[src/rtl/hit_scorer.sv]
// hit_scorer
// Judges each light window of the whack-a-light game as a hit, a wrong press
// or a timeout. It keeps the saturating player score and the lives count, and
// flags the game FSM when the lives run out.
//
// Ports
//   clk           system clock
//   reset         asynchronous active-high reset
//   clear         synchronous game restart (loads init_lives, zeroes score)
//   enable        high while the game is in PLAY
//   lives_mode    1 = a wrong press or a timeout costs a life
//   init_lives    lives loaded on clear
//   key_valid     keypad valid-key level, held while the key is down
//   key           keypad key code
//   light_change  light controller change level/strobe
//   light_pos     currently lit position
//   points        player score, saturating
//   lives_left    remaining lives, floored at 0
//   hit_pulse     one-cycle pulse on a correct hit
//   miss_pulse    one-cycle pulse on a wrong press or timeout
//   out_of_lives  sticky flag: lives_mode and lives_left reached 0
module hit_scorer #(
  parameter int POINT_W = 6,
  parameter int LIFE_W  = 4,
  parameter int NUM_POS = 9
) (
  input  logic              clk,
  input  logic              reset,
  input  logic              clear,
  input  logic              enable,
  input  logic              lives_mode,
  input  logic [LIFE_W-1:0] init_lives,
  input  logic              key_valid,
  input  logic [3:0]        key,
  input  logic              light_change,
  input  logic [3:0]        light_pos,
  output logic [POINT_W-1:0] points,
  output logic [LIFE_W-1:0] lives_left,
  output logic              hit_pulse,
  output logic              miss_pulse,
  output logic              out_of_lives
);

  typedef enum logic [1:0] {
    S_IDLE  = 2'd0,
    S_ARMED = 2'd1,
    S_DONE  = 2'd2
  } state_t;

  localparam logic [4:0] NUM_POS_L = 5'(NUM_POS);

  function automatic logic [POINT_W-1:0] sat_inc(input logic [POINT_W-1:0] v);
    return (v == {POINT_W{1'b1}}) ? v : v + 1'b1;
  endfunction

  function automatic logic [LIFE_W-1:0] floor_dec(input logic [LIFE_W-1:0] v);
    return (v == '0) ? v : v - 1'b1;
  endfunction

  state_t             state_q, state_d;
  logic [3:0]         target_q, target_d;
  logic [POINT_W-1:0] points_q, points_d;
  logic [LIFE_W-1:0]  lives_q, lives_d;
  logic               hit_q, hit_d;
  logic               miss_q, miss_d;
  logic               ool_q, ool_d;
  logic               key_prev_q, lc_prev_q;

  logic key_edge, lc_edge, key_ok, key_judge, armed;

  // Rising-edge events; the previous-value registers run every cycle so a key
  // already held when enable rises never produces an edge.
  assign key_edge  = key_valid & ~key_prev_q;
  assign lc_edge   = light_change & ~lc_prev_q;
  assign key_ok    = ({1'b0, key} < NUM_POS_L);
  assign armed     = (state_q == S_ARMED);
  assign key_judge = key_edge & key_ok & armed;

  always_comb begin
    state_d  = state_q;
    target_d = target_q;
    points_d = points_q;
    lives_d  = lives_q;
    hit_d    = 1'b0;
    miss_d   = 1'b0;
    ool_d    = ool_q;
    if (clear) begin
      points_d = '0;
      lives_d  = init_lives;
      ool_d    = 1'b0;
      state_d  = S_IDLE;
    end else if (!enable) begin
      state_d = S_IDLE;
    end else if (!ool_q) begin
      // A key edge is judged against the old target before any new window
      // opens; a simultaneous wrong press and timeout costs only one miss.
      if (key_judge && (key == target_q)) begin
        hit_d    = 1'b1;
        points_d = sat_inc(points_q);
      end else if (key_judge || (lc_edge && armed)) begin
        miss_d = 1'b1;
        if (lives_mode) lives_d = floor_dec(lives_q);
      end
      if (lc_edge) begin
        state_d  = S_ARMED;
        target_d = light_pos;
      end else if (key_judge) begin
        state_d = S_DONE;
      end
      ool_d = lives_mode && (lives_d == '0);
    end
  end

  always_ff @(posedge clk or posedge reset) begin
    if (reset) begin
      state_q    <= S_IDLE;
      target_q   <= '0;
      points_q   <= '0;
      lives_q    <= '0;
      hit_q      <= 1'b0;
      miss_q     <= 1'b0;
      ool_q      <= 1'b0;
      key_prev_q <= 1'b0;
      lc_prev_q  <= 1'b0;
    end else begin
      state_q    <= state_d;
      target_q   <= target_d;
      points_q   <= points_d;
      lives_q    <= lives_d;
      hit_q      <= hit_d;
      miss_q     <= miss_d;
      ool_q      <= ool_d;
      key_prev_q <= key_valid;
      lc_prev_q  <= light_change;
    end
  end

  assign points       = points_q;
  assign lives_left   = lives_q;
  assign hit_pulse    = hit_q;
  assign miss_pulse   = miss_q;
  assign out_of_lives = ool_q;

endmodule

[config.mk]
export PLATFORM = sky130hd
export DESIGN_NAME = hit_scorer
export DESIGN_NICKNAME = d
export VERILOG_FILES = /design/src/rtl/hit_scorer.sv
export SDC_FILE = /design/constraint.sdc
export NUM_CORES = 1
export LEC_CHECK = 0
export ABC_CLOCK_PERIOD_IN_PS = 2500
export CAP_MARGIN = 40
export CORE_MARGIN = 2
export CORE_UTILIZATION = 49
export CTS_BUF_LIST = sky130_fd_sc_hd__clkbuf_4
export DETAILED_ROUTE_END_ITERATION = 10
export GPL_ROUTABILITY_DRIVEN = 1
export PLACE_DENSITY = 0.85
export SYNTH_ARGS = -nofsm -noshare
export SYNTH_HDL_FRONTEND = slang
export SYNTH_SLANG_ARGS = --single-unit
[constraint.sdc]
create_clock -name clk -period 2.5 [get_ports clk]
set_input_delay 0.375 -clock clk [delete_from_list [all_inputs] [get_ports clk]]
set_output_delay 0.375 -clock clk [all_outputs]
set_load 0.01 [all_outputs]
# After elaboration in Yosys (flattened, before gate mapping)
# Cells that the tools add are included.
[totals] wordCells=71 in_bits=19 output_inout_bits=13 register_bits=21
[op_classes] n_mux=32 n_addsub=2 magnitude_cmp=1 n_bitwise=8 n_reduce_logical=12 eq_ne=7
[op_table] operator="2-to-1 mux 4 bit" n=10
[op_table] operator="2-to-1 mux 6 bit" n=5
[op_table] operator="2-to-1 mux 1 bit" n=12
[op_table] operator="2-to-1 mux 2 bit" n=5
[op_table] operator="logical NOT 4 bit" n=2
[op_table] operator="AND reduction 4 bit" n=2
[op_table] operator="adder 6 x 1 -> 6 bit (second input constant)" n=1
[op_table] operator="equality test 6 bit (second input constant)" n=1
[op_table] operator="bitwise AND 1 bit" n=4
[op_table] operator="equality test 4 bit" n=1
[op_table] operator="< comparator 4 bit (second input constant)" n=1
[op_table] operator="!= test 2 bit (second input constant)" n=2
[op_table] operator="!= test 4 x 2 -> 1 bit (second input constant)" n=1
[op_table] operator="NOT 1 bit" n=4
[op_table] operator="AND reduction 2 bit" n=2
[op_table] operator="nonzero test 2 bit" n=2
[op_table] operator="subtractor 4 x 1 -> 4 bit (second input constant)" n=1
[op_table] operator="logical AND 1 bit" n=3
[op_table] operator="!= test 3 bit (second input constant)" n=1
[op_table] operator="equality test 2 x 1 -> 1 bit (second input constant)" n=1
[op_table] operator="logical OR 1 bit" n=1

# Longest topological paths before layout
# Gate-level depths: netlist of the first run.
[logic_depth] depth_word=15 mapped_depth=8 depth_no_buf=7

# Worst setup path before layout of the first run
# No wires, ideal clock.
[synth_path] path_type="register to register" startpoint="register state_q[1]" endpoint="register points_q[3] (netlist: points[3])" path_stages_with_launch=7 t_arrival_ns=1.767 synth_period_minus_slack_ns=1.845 slack_ns=0.655 setup_time_ns=0.078 path_buffers=1 required_ns=2.422 path_cell_list="dfrtp_1 -> and4bb_1 -> nand2_2 -> or3_1 -> buf_6 -> or3_1 -> a21oi_1"
[synth_between] elab_chain_cells=5
[synth_rtl] element="from (decl)" line_no="60" source="state_t state_q, state_d;"
[synth_rtl] element="from (signal assigned)" line_no="126" source="state_q <= state_d;"
[synth_rtl] element="equality test 2 x 1 -> 1 bit" line_no="76" source="assign armed = (state_q == S_ARMED);"
[synth_rtl] element="bitwise AND 1 bit" line_no="77" source="assign key_judge = key_edge & key_ok & armed;"
[synth_rtl] element="logical AND 1 bit" line_no="97" source="if (key_judge && (key == target_q)) begin"
[synth_rtl] element="nonzero test 2 bit (no line)"
[synth_rtl] element="AND reduction 4 bit (no line)"
[synth_rtl] element="to (signal assigned)" line_no="128" source="points_q <= points_d;"
[synth_rtl] element="to (decl)" line_no="62" source="logic [POINT_W-1:0] points_q, points_d;"
# Every way passes these cells.
# A chain may end at the register's enable or synchronous reset.

# Worst setup path after layout of the first run
[layout_path] startpoint="input key[0]" endpoint="register points_q[3] (netlist: points[3])"
[layout_between] elab_chain_cells=6 word_cells_on_any_way=7 cone_classes="1 x order compare; 1 x eq/ne; 2 x bitwise; 3 x reduce/logical"
[layout_rtl] element="from (decl)" line_no="34" source="input logic [3:0] key,"
[layout_rtl] element="< comparator 4 bit" line_no="75" source="assign key_ok = ({1'b0, key} < NUM_POS_L);"
[layout_rtl] element="bitwise AND 1 bit (2 in series)" line_no="77"
[layout_rtl] element="logical AND 1 bit (*)" line_no="97"
[layout_rtl] element="nonzero test 2 bit (no line) (*)"
[layout_rtl] element="AND reduction 4 bit (no line) (*)"
# Mark *: on every way between the ends. The rest lies on a longest branch, timed or not.

==> run summary, run 1 <==
status: completed
Synth Area per Inst: 10.2 µm²
Max-Cap Viols: 0
Fin Hold WS: 0.501 ns
number of global-route vias before repair: 998
CP Launch Point: key[0]
fraction of layout cells with a size suffix above 1: 14.5%
synth unique cells: 38
critical path type: primary input to flop
Initial Util: 52.6%
Area Growth Syn to Fin: 32.4%
most frequent cells in the layout: 31 x clkdlybuf4s50_1, 21 x dfrtp_1, 10 x nor2_1
Crit path depth: 6
RSZ-0062 raised after global routing: no
initial antenna violation count: 0
maximum root-to-sink buffer count: 2
post-route ant nets: 0
dominant synthesized flop cell: dfrtp_1
worst r2r src: state_q[0]$_DFFE_PP0P_
DRT Wirelength: 2.54 mm
GRT Total Usage: 21.1%
Final TNS setup: 0 ns
grt ovf: 0
CTS tree: yes
cell family with most CP delay: simple AND/OR/NAND/NOR gates
pwr/cell area: 452 mW/mm²
Slew HR: 46.1%
crit-path max cell delay: 0.56 ns
CP max FO: 7
detailed-route vias per instance: 5.64
R2R depth: 7
number of port buffers: 31
post-layout util: 69.6%
Fillers: 199
clk_lat worst skew: 0.31 ns
crit start category: primary input
Lkg Pwr: 0.650 nW
Seq/Total Area, Yosys: 44.4%
commonest non-fill, non-tap cell in the layout: clkdlybuf4s50_1
die width: 53.2 µm
post-synthesis async set-or-reset flop share: 100%
VDD IR-drop max: 0.389 mV
Worst-path clk slew: 0.12 ns
Die Ht: 53.2 µm
CTS resizes: 0
floorplan row count: 17
IO Pins: 32
number of flops mapped to enable cells by yosys: 0
Max Transition Viols Final: 0
Synth warnings: 0
DR iter-0 viols: 10
Final Critical Period: 2.17 ns
crit path to: points[3]$_DFFE_PP0P_
Post-CTS Setup Bufs: 0
global placement routability congestion: 0.843
Worst EP required: 2.74 ns
Gate Count Post-Synth: 116
hpwl dp: 1.93 mm
slowest stage cell, crit path: or3_1
largest net degree at the start of global routing: 22
DRC: 0
pre-CTS WS: 0.0142 ns
H-tree depth: 1
non-filler instance count after layout: 180
reg2reg setup slack: 0.41 ns
n_diodes: 0
synthesized area: 0.00118 mm²
first-pass GRT wire length: 4.28 mm
endpoints failing setup: 0
CTS Buf Count: 3
PnR worst setup slack: 0.331 ns
Root Buffer: clkbuf_4
fin crit share: 86.8%
Core ar.: 0.00225 mm²
reg2reg end: out_of_lives$_DFFE_PP0P_
slew at the pin closest to its max-slew limit: 0.808 ns
skew final: 0.00963 ns
Post-Syn Nets: 137
synthesized flop and latch total: 21
DR WL/cell: 14.1 µm
cell count after placement: 176
WP data arrival: 2.41 ns
Net count, final: 174
CP Cell Sequence: clkdlybuf4s50_1 > xnor2_1 > nand4_1 > or3_1 > or3_1 > a21oi_1
total die area: 0.00283 mm²
Via Count: 1,015
most used cell, CP: or3_1
Placement Cell Area: 0.00154 mm²
Clock Sinks: 21
buffers and inverters on the worst path: 1
Post-CTS Hold Fix Bufs: 0
First-pass DRT Iterations: 4
fmax: 461 MHz
post-route cell area: 0.00157 mm²
total power draw: 0.709 mW
hold crit path type: primary input to async pin
Final Hold Viols: 0
CP Capture Type: flop
worst register-to-register path: stages, from the launching register on:
cell and delay (ns):
dfrtp_1 0.41, and4bb_1 0.30, a211oi_1 0.36, a41oi_1 0.08
buf_4 0.18, nor4b_2 0.24, nor3_1 0.11, o41ai_2 0.32
sequential cells by signal (all words and copies together), names as in the netlist:
name,flops
lc_prev_q,1
key_prev_q,1
target_q,4
lives_left,4
out_of_lives,1
miss_pulse,1
points,6
state_q,2
hit_pulse,1
kinds of logic after synthesis:
kind of cell	share of synthesized area (%)
simple gates	21.8
compound gates	13.8
flops	44.4
xor+xnor	7.39
buf+inv	3.17
mux	7.39
fa+ha+maj	2.11
cells in the mapped netlist, drive strengths merged (2+ instances only):
| library cell | count | area (µm²) |
|---|---|---|
| a211oi | 2 | 15.0 |
| nand2b | 3 | 18.8 |
| mux2i | 2 | 20.0 |
| o31ai | 2 | 28.8 |
| o21ai | 8 | 40.0 |
| mux2 | 6 | 67.6 |
| nor2 | 10 | 37.5 |
| or3 | 2 | 12.5 |
| a21oi | 4 | 20.0 |
| dfrtp | 21 | 526 |
| nand2 | 9 | 36.3 |
| clkbuf | 2 | 7.51 |
| nor2b | 2 | 12.5 |
| nor3 | 6 | 40.0 |
| ha | 2 | 25.0 |
| nand3 | 4 | 20.0 |
| inv | 5 | 18.8 |
| nand4 | 2 | 12.5 |
| xnor2 | 9 | 78.8 |
layout make-up:
cell class	instances	area, µm²	share of cell area [%]
tap	28	35.0	2.23
timing repair buffer	35	340	21.7
sequential	21	526	33.5
clock buffer	3	22.5	1.44
multi-input combinational	87	622	39.6
inverter	5	18.8	1.20
clock inverter	1	5.00	0.319
worst min path at each step:
stage                                       start                       to  slack, ns  cells after the start
after floorplan                             reset      hit_pulse$_DFF_PP0_       0.35                      1
after global placement    target_q[0]$_DFFE_PP0P_  target_q[0]$_DFFE_PP0P_       0.51                      1
after detailed placement  target_q[2]$_DFFE_PP0P_  target_q[2]$_DFFE_PP0P_       0.52                      1
after CTS                               key_valid     key_prev_q$_DFF_PP0_       0.51                      1
after global routing                    key_valid     key_prev_q$_DFF_PP0_       0.50                      1
final                                       reset  target_q[2]$_DFFE_PP0P_       0.50                      2
metal layers:
| layer | wire length [µm] | track usage, % |
|---|---|---|
| met1 | 1110 | 25.8 |
| met2 | 1290 | 36.0 |
| met3 | 122 | 3.67 |
| met5 | 0 | 0 |
| met4 | 29 | 9.83 |
where the power goes:
part           switching, mW  total (mW)  internal, mW
combinational         0.0661       0.154        0.0878
sequential            0.0238       0.388         0.364
clock                  0.107       0.167        0.0599
total                  0.197       0.709         0.512
No activity file was read; power rests on OpenSTA's default activity.
==> run 2: changes to the inputs <==
==> config.mk (replaced) <==
export PLATFORM = sky130hd
export DESIGN_NAME = hit_scorer
export DESIGN_NICKNAME = d
export VERILOG_FILES = /design/src/rtl/hit_scorer.sv
export SDC_FILE = /design/constraint.sdc
export NUM_CORES = 1
export LEC_CHECK = 0
export CAP_MARGIN = 40
export CORE_MARGIN = 2
export CORE_UTILIZATION = 45
export CTS_BUF_LIST = sky130_fd_sc_hd__clkbuf_4
export DETAILED_ROUTE_END_ITERATION = 10
export GPL_ROUTABILITY_DRIVEN = 1
export PLACE_DENSITY = 0.79
export SYNTH_ARGS = -nofsm -noshare
export SYNTH_HDL_FRONTEND = slang
export SYNTH_SLANG_ARGS = --single-unit
==> run 2 against run 1 <==
Effect of this change: register-to-register slack better by 0.03 ns; sequential power about the same; non-clock buffer count is the same; sequential share of layout area decreased by 0.11 points; largest power group unchanged; count of clock-buffer cells in the layout rose by 1; hold slack worse by 0.0069 ns; cell count rose by 1.1%; via count rose by 1.1%; worst setup slack worse by 0.0086 ns; combinational power hardly changed; critical path type unchanged; largest cell class unchanged; clock skew decreased by 0.0050 ns; flip-flop and latch count did not move; critical endpoint is now out_of_lives$_DFFE_PP0P_.
==> run summary, run 2 (synthesis results as in run 1) <==
Area Growth Syn to Fin: 32.8%
Worst EP required: 2.71 ns (-0.03 ns)
Int Power: 0.525 mW (+2.6%)
Slew HR: 49.0% (+2.9 points)
global placement routability congestion: 0.848 (+0.65%)
skew final: 0.00459 ns (-0.00505 ns)
Multi-input gate area: 622 µm² (unchanged)
detailed-route vias per instance: 5.64 (about the same)
endpoints failing setup: 0 (unchanged)
critical path type: primary input to flop
sw frac: 26.8% (-0.97 points)
fraction of layout cells with a size suffix above 1: 14.5% (unchanged)
H-tree depth: 1 (unchanged)
Max-Cap Viols: 0 (unchanged)
CTS resizes: 0 (unchanged)
floorplan row count: 18 (+1)
R2R depth: 7 (unchanged)
CP Launch Point: key[2]
register area: 526 µm² (unchanged)
Final Hold Viols: 0 (unchanged)
fmax: 459 MHz (-0.40%)
CP max FO: 6 (-1)
Fillers: 220 (+11%)
VDD IR-drop max: 0.358 mV (-8.0%)
first-pass GRT wire length: 4.50 mm (+5.1%)
Net count, final: 174 (unchanged)
grt ovf: 0 (unchanged)
Post-CTS Setup Bufs: 0 (unchanged)
pwr/cell area: 456 mW/mm² (+0.89%)
DR WL/cell: 14.1 µm (-0.28%)
sequential share of power: 54.0% (-0.7 points)
DRC: 0 (unchanged)
clock power share: 24.5% (+0.9 points)
largest net degree at the start of global routing: 22 (unchanged)
CTS tree: yes
First-pass DRT Iterations: 4 (unchanged)
number of port buffers: 31 (unchanged)
hold crit path type: primary input to async pin
die width: 55.3 µm (+4.0%)
CTS Buf Count: 3 (unchanged)
WP data arrival: 2.39 ns (-0.02 ns)
Root Buffer: clkbuf_4
clk_lat worst skew: 0.31 ns (about the same)
initial antenna violation count: 0 (unchanged)
Max Transition Viols Final: 0 (unchanged)
fin crit share: 87.1% (+0.35 points)
IO Pins: 32 (unchanged)
most frequent cells in the layout: 31 x clkdlybuf4s50_1, 21 x dfrtp_1, 10 x nor2_1
Via Count: 1,026 (+1.1%)
Initial Util: 47.8% (-4.7 points)
Worst-path clk slew: 0.11 ns (about the same)
RSZ-0062 raised after global routing: no
crit start category: primary input
number of global-route vias before repair: 1,034 (+3.6%)
pre-CTS WS: 0.00299 ns (-0.0112 ns)
Final TNS setup: 0 ns (unchanged)
Post-CTS Hold Fix Bufs: 0 (unchanged)
post-route ant nets: 0 (unchanged)
PnR worst setup slack: 0.322 ns (-0.00863 ns)
DRT Wirelength: 2.57 mm (+0.83%)
hpwl dp: 1.95 mm (+1.2%)
Net Sw Power: 0.193 mW (-2.3%)
flip-flop count of the largest register after layout: 6 (unchanged)
combinational power share: 21.5% (-0.2 points)
n_diodes: 0 (unchanged)
commonest non-fill, non-tap cell in the layout: clkdlybuf4s50_1
worst r2r src: state_q[0]$_DFFE_PP0P_
CP Capture Type: flop
DR iter-0 viols: 9 (-1)
Clock Sinks: 21 (unchanged)
GRT Total Usage: 18.2% (-2.9 points)
Die Ht: 55.3 µm (+4.0%)
maximum root-to-sink buffer count: 2 (unchanged)
total die area: 0.00306 mm² (+8.2%)
Final Critical Period: 2.18 ns (+0.00863 ns)
status: completed
Core ar.: 0.00248 mm² (+9.9%)
slew at the pin closest to its max-slew limit: 0.764 ns (-0.0440 ns)
Lkg Pwr: 0.650 nW (+0.11%)
run 2: power groups by stage:
stage / combinational (mW) / sequential [mW] / clock (mW)
final: 0.154 / 0.388 / 0.176
after global routing: 0.171 / 0.392 / 0.195
after CTS: 0.156 / 0.388 / 0.179
after detailed placement: 0.155 / 0.395 / 0
after global placement: 0.149 / 0.393 / 0
after floorplan: 0.0847 / 0.392 / 0
run 2: area by class of cell:
cell class	instances	area share, %
Inverter	5	1.19
Tap cell	30	2.38
Sequential cell	21	33.4
Timing Repair Buffer	35	21.6
Multi-Input combinational cell	87	39.5
Clock buffer	4	1.91
run 2: per-stage QoR:
step           hold WS (ns)  instance area (µm²)  util [%]  std cells  power (mW)
2_1_floorplan         0.352                 1180         -        116       0.477
3_3_place_gp          0.511                 1540      62.3        178       0.542
3_5_place_dp          0.520                 1540      62.3        178       0.550
5_1_grt               0.537                 1570      63.5        182       0.759
6_report              0.494                 1570      63.5        182       0.718
4_1_cts               0.532                 1570      63.5        182       0.723
run 2: per-layer routing:
metal | vias to the layer above | share of wire (%) | global-route usage (%)
li1 | 491 | - | -
met1 | 493 | 45 | 23.3
met2 | 36 | 48 | 29.9
met3 | 6 | 4.9 | 3.28
met4 | 0 | 1.8 | 8.36
met5 | - | 0 | 0
run 2: worst max-delay path: stages:
cell,delay (ns)
clkdlybuf4s50_1,0.48
o31ai_4,0.40
a211oi_1,0.16
a41o_1,0.29
a211oi_1,0.26
nor3_1,0.10
o41ai_2,0.34
run 2: worst paths after layout:
check	endpoint	slack [ns]
max	out_of_lives$_DFFE_PP0P_	0.32
min reg2reg	target_q[2]$_DFFE_PP0P_	0.54
max in group asynchronous	state_q[0]$_DFFE_PP0P_	1.53
min in group clk	target_q[2]$_DFFE_PP0P_	0.54
min	points[2]$_DFFE_PP0P_	0.49
max reg2reg	out_of_lives$_DFFE_PP0P_	0.44
==> run 3: changes to the inputs <==
==> constraint.sdc (replaced) <==
create_clock -name clk -period 2.5 [get_ports clk]
set_input_delay 0.5 -clock clk [delete_from_list [all_inputs] [get_ports clk]]
set_output_delay 0.5 -clock clk [all_outputs]
set_load 0.01 [all_outputs]
==> run 3 against run 2 <==
Effect of this change: hold slack better by 0.049 ns; cell count is 1.6% higher; maximum frequency is 4.1% lower; power is 0.96% lower.
==> run summary, run 3 (synthesis results as in run 1) <==
status: completed
Post-CTS Setup Bufs: 0 (unchanged)
WP data arrival: 2.49 ns (+0.10 ns)
WL met3: 115 µm (-8.7%)
flip-flop count of the largest register after layout: 6 (unchanged)
grt ovf: 0 (unchanged)
slew at the pin closest to its max-slew limit: 0.802 ns (+0.0379 ns)
IO Pins: 32 (unchanged)
CTS resizes: 0 (unchanged)
Fillers: 219 (-0.45%)
Core ar.: 0.00248 mm² (unchanged)
GRT Total Usage: 18.4% (+0.21 points)
Slew HR: 46.5% (-2.5 points)
crit start category: primary input
DR WL met2: 1.36 mm (+11%)
Placement Cell Area: 0.00157 mm² (+1.5%)
PnR worst setup slack: 0.229 ns (-0.0929 ns)
initial antenna violation count: 0 (unchanged)
DR WL/cell: 14.4 µm (+2.5%)
cell count after placement: 181 (+1.7%)
total die area: 0.00306 mm² (unchanged)
DRT Wirelength: 2.67 mm (+4.2%)
Net count, final: 177 (+1.7%)
hpwl dp: 2.06 mm (+5.5%)
DR iter-0 viols: 6 (-3)
hold crit path type: flop to flop
Final Hold Viols: 0 (unchanged)
die width: 55.3 µm (unchanged)
fin crit share: 90.8% (+3.7 points)
RSZ-0062 raised after global routing: no
pre-CTS WS: -0.0795 ns (-0.0825 ns)
total power draw: 0.711 mW (-0.96%)
number of global-route vias before repair: 1,098 (+6.2%)
endpoints failing setup: 0 (unchanged)
post-layout util: 64.3% (+0.81 points)
fmax: 440 MHz (-4.1%)
fraction of layout cells with a size suffix above 1: 16.1% (+1.7 points)
Die Ht: 55.3 µm (unchanged)
Area Growth Syn to Fin: 34.5%
Initial Util: 47.8% (unchanged)
maximum root-to-sink buffer count: 2 (unchanged)
Clock Sinks: 21 (unchanged)
Max Transition Viols Final: 0 (unchanged)
largest net degree at the start of global routing: 22 (unchanged)
non-filler instance count after layout: 185 (+1.6%)
first-pass GRT wire length: 4.64 mm (+3.1%)
Worst-path clk slew: 0.12 ns (about the same)
clk_lat worst skew: 0.30 ns (about the same)
Final TNS setup: 0 ns (unchanged)
Max-Cap Viols: 0 (unchanged)
CTS Buf Count: 3 (unchanged)
Via Count: 1,005 (-2.0%)
critical path type: primary input to flop
global placement routability congestion: 0.792 (-6.6%)
post-route cell area: 0.00159 mm² (+1.3%)
CP max FO: 5 (-1)
Final Critical Period: 2.27 ns (+0.0929 ns)
Multi-input gate area: 622 µm² (unchanged)
register area: 526 µm² (unchanged)
most frequent cells in the layout: 31 x clkdlybuf4s50_1, 21 x dfrtp_1, 10 x nor2_1
DRC: 0 (unchanged)
VDD IR-drop max: 0.332 mV (-7.2%)
Lkg Pwr: 0.663 nW (+1.9%)
routed length on met1: 1.16 mm (unchanged)
skew final: 0.00640 ns (+0.00181 ns)
H-tree depth: 1 (unchanged)
commonest non-fill, non-tap cell in the layout: clkdlybuf4s50_1
detailed-route vias per instance: 5.43 (-3.6%)
First-pass DRT Iterations: 4 (unchanged)
Root Buffer: clkbuf_4
CP Capture Type: flop
Worst EP required: 2.71 ns (about the same)
n_diodes: 0 (unchanged)
post-route ant nets: 0 (unchanged)
floorplan row count: 18 (unchanged)
Post-CTS Hold Fix Bufs: 0 (unchanged)
pwr/cell area: 446 mW/mm² (-2.2%)
CTS tree: yes
highest routed layer: met4
number of port buffers: 31 (unchanged)
Fin Hold WS: 0.543 ns (+0.0489 ns)
-- run 3: area by class of cell --
cell class                      count  share of cell area, %
Timing Repair Buffer               38                   22.8
Inverter                            5                   1.18
Tap cell                           30                   2.35
Multi-Input combinational cell     87                   39.0
Sequential cell                    21                   33.0
Clock buffer                        3                   1.41
Clock inverter                      1                  0.314
-- run 3: report_power, final --
group	internal (mW)	leakage, nW	switching [mW]
sequential	0.364	0.273	0.0245
combinational	0.0916	0.372	0.0668
clock	0.0596	0.0177	0.104
-- run 3: critical path: stages --
cell             delay (ns)
clkdlybuf4s50_1        0.48
o31ai_4                0.37
a211oi_1               0.14
a41o_1                 0.28
a211oi_1               0.29
nor3_1                 0.10
o41ai_2                0.32
-- run 3: worst paths after layout --
kind	endpoint	cells after the start	from	slack [ns]
worst max-delay path	out_of_lives$_DFFE_PP0P_	7	key[2]	0.23
max in group asynchronous	lc_prev_q$_DFF_PP0_	2	reset	1.37
worst max register to register	out_of_lives$_DFFE_PP0P_	6	state_q[1]$_DFFE_PP0P_	0.46
min in group asynchronous	points[3]$_DFFE_PP0P_	2	reset	0.63
worst min-delay path	target_q[0]$_DFFE_PP0P_	1	target_q[0]$_DFFE_PP0P_	0.54
worst min register to register	target_q[0]$_DFFE_PP0P_	1	target_q[0]$_DFFE_PP0P_	0.54
-- run 3: routing by layer --
| metal | track usage [%] | vias to the layer above |
|---|---|---|
| li1 | - | 491 |
| met1 | 22.7 | 480 |
| met2 | 32.5 | 30 |
| met3 | 2.58 | 4 |
| met4 | 6.97 | 0 |
| met5 | 0 | - |
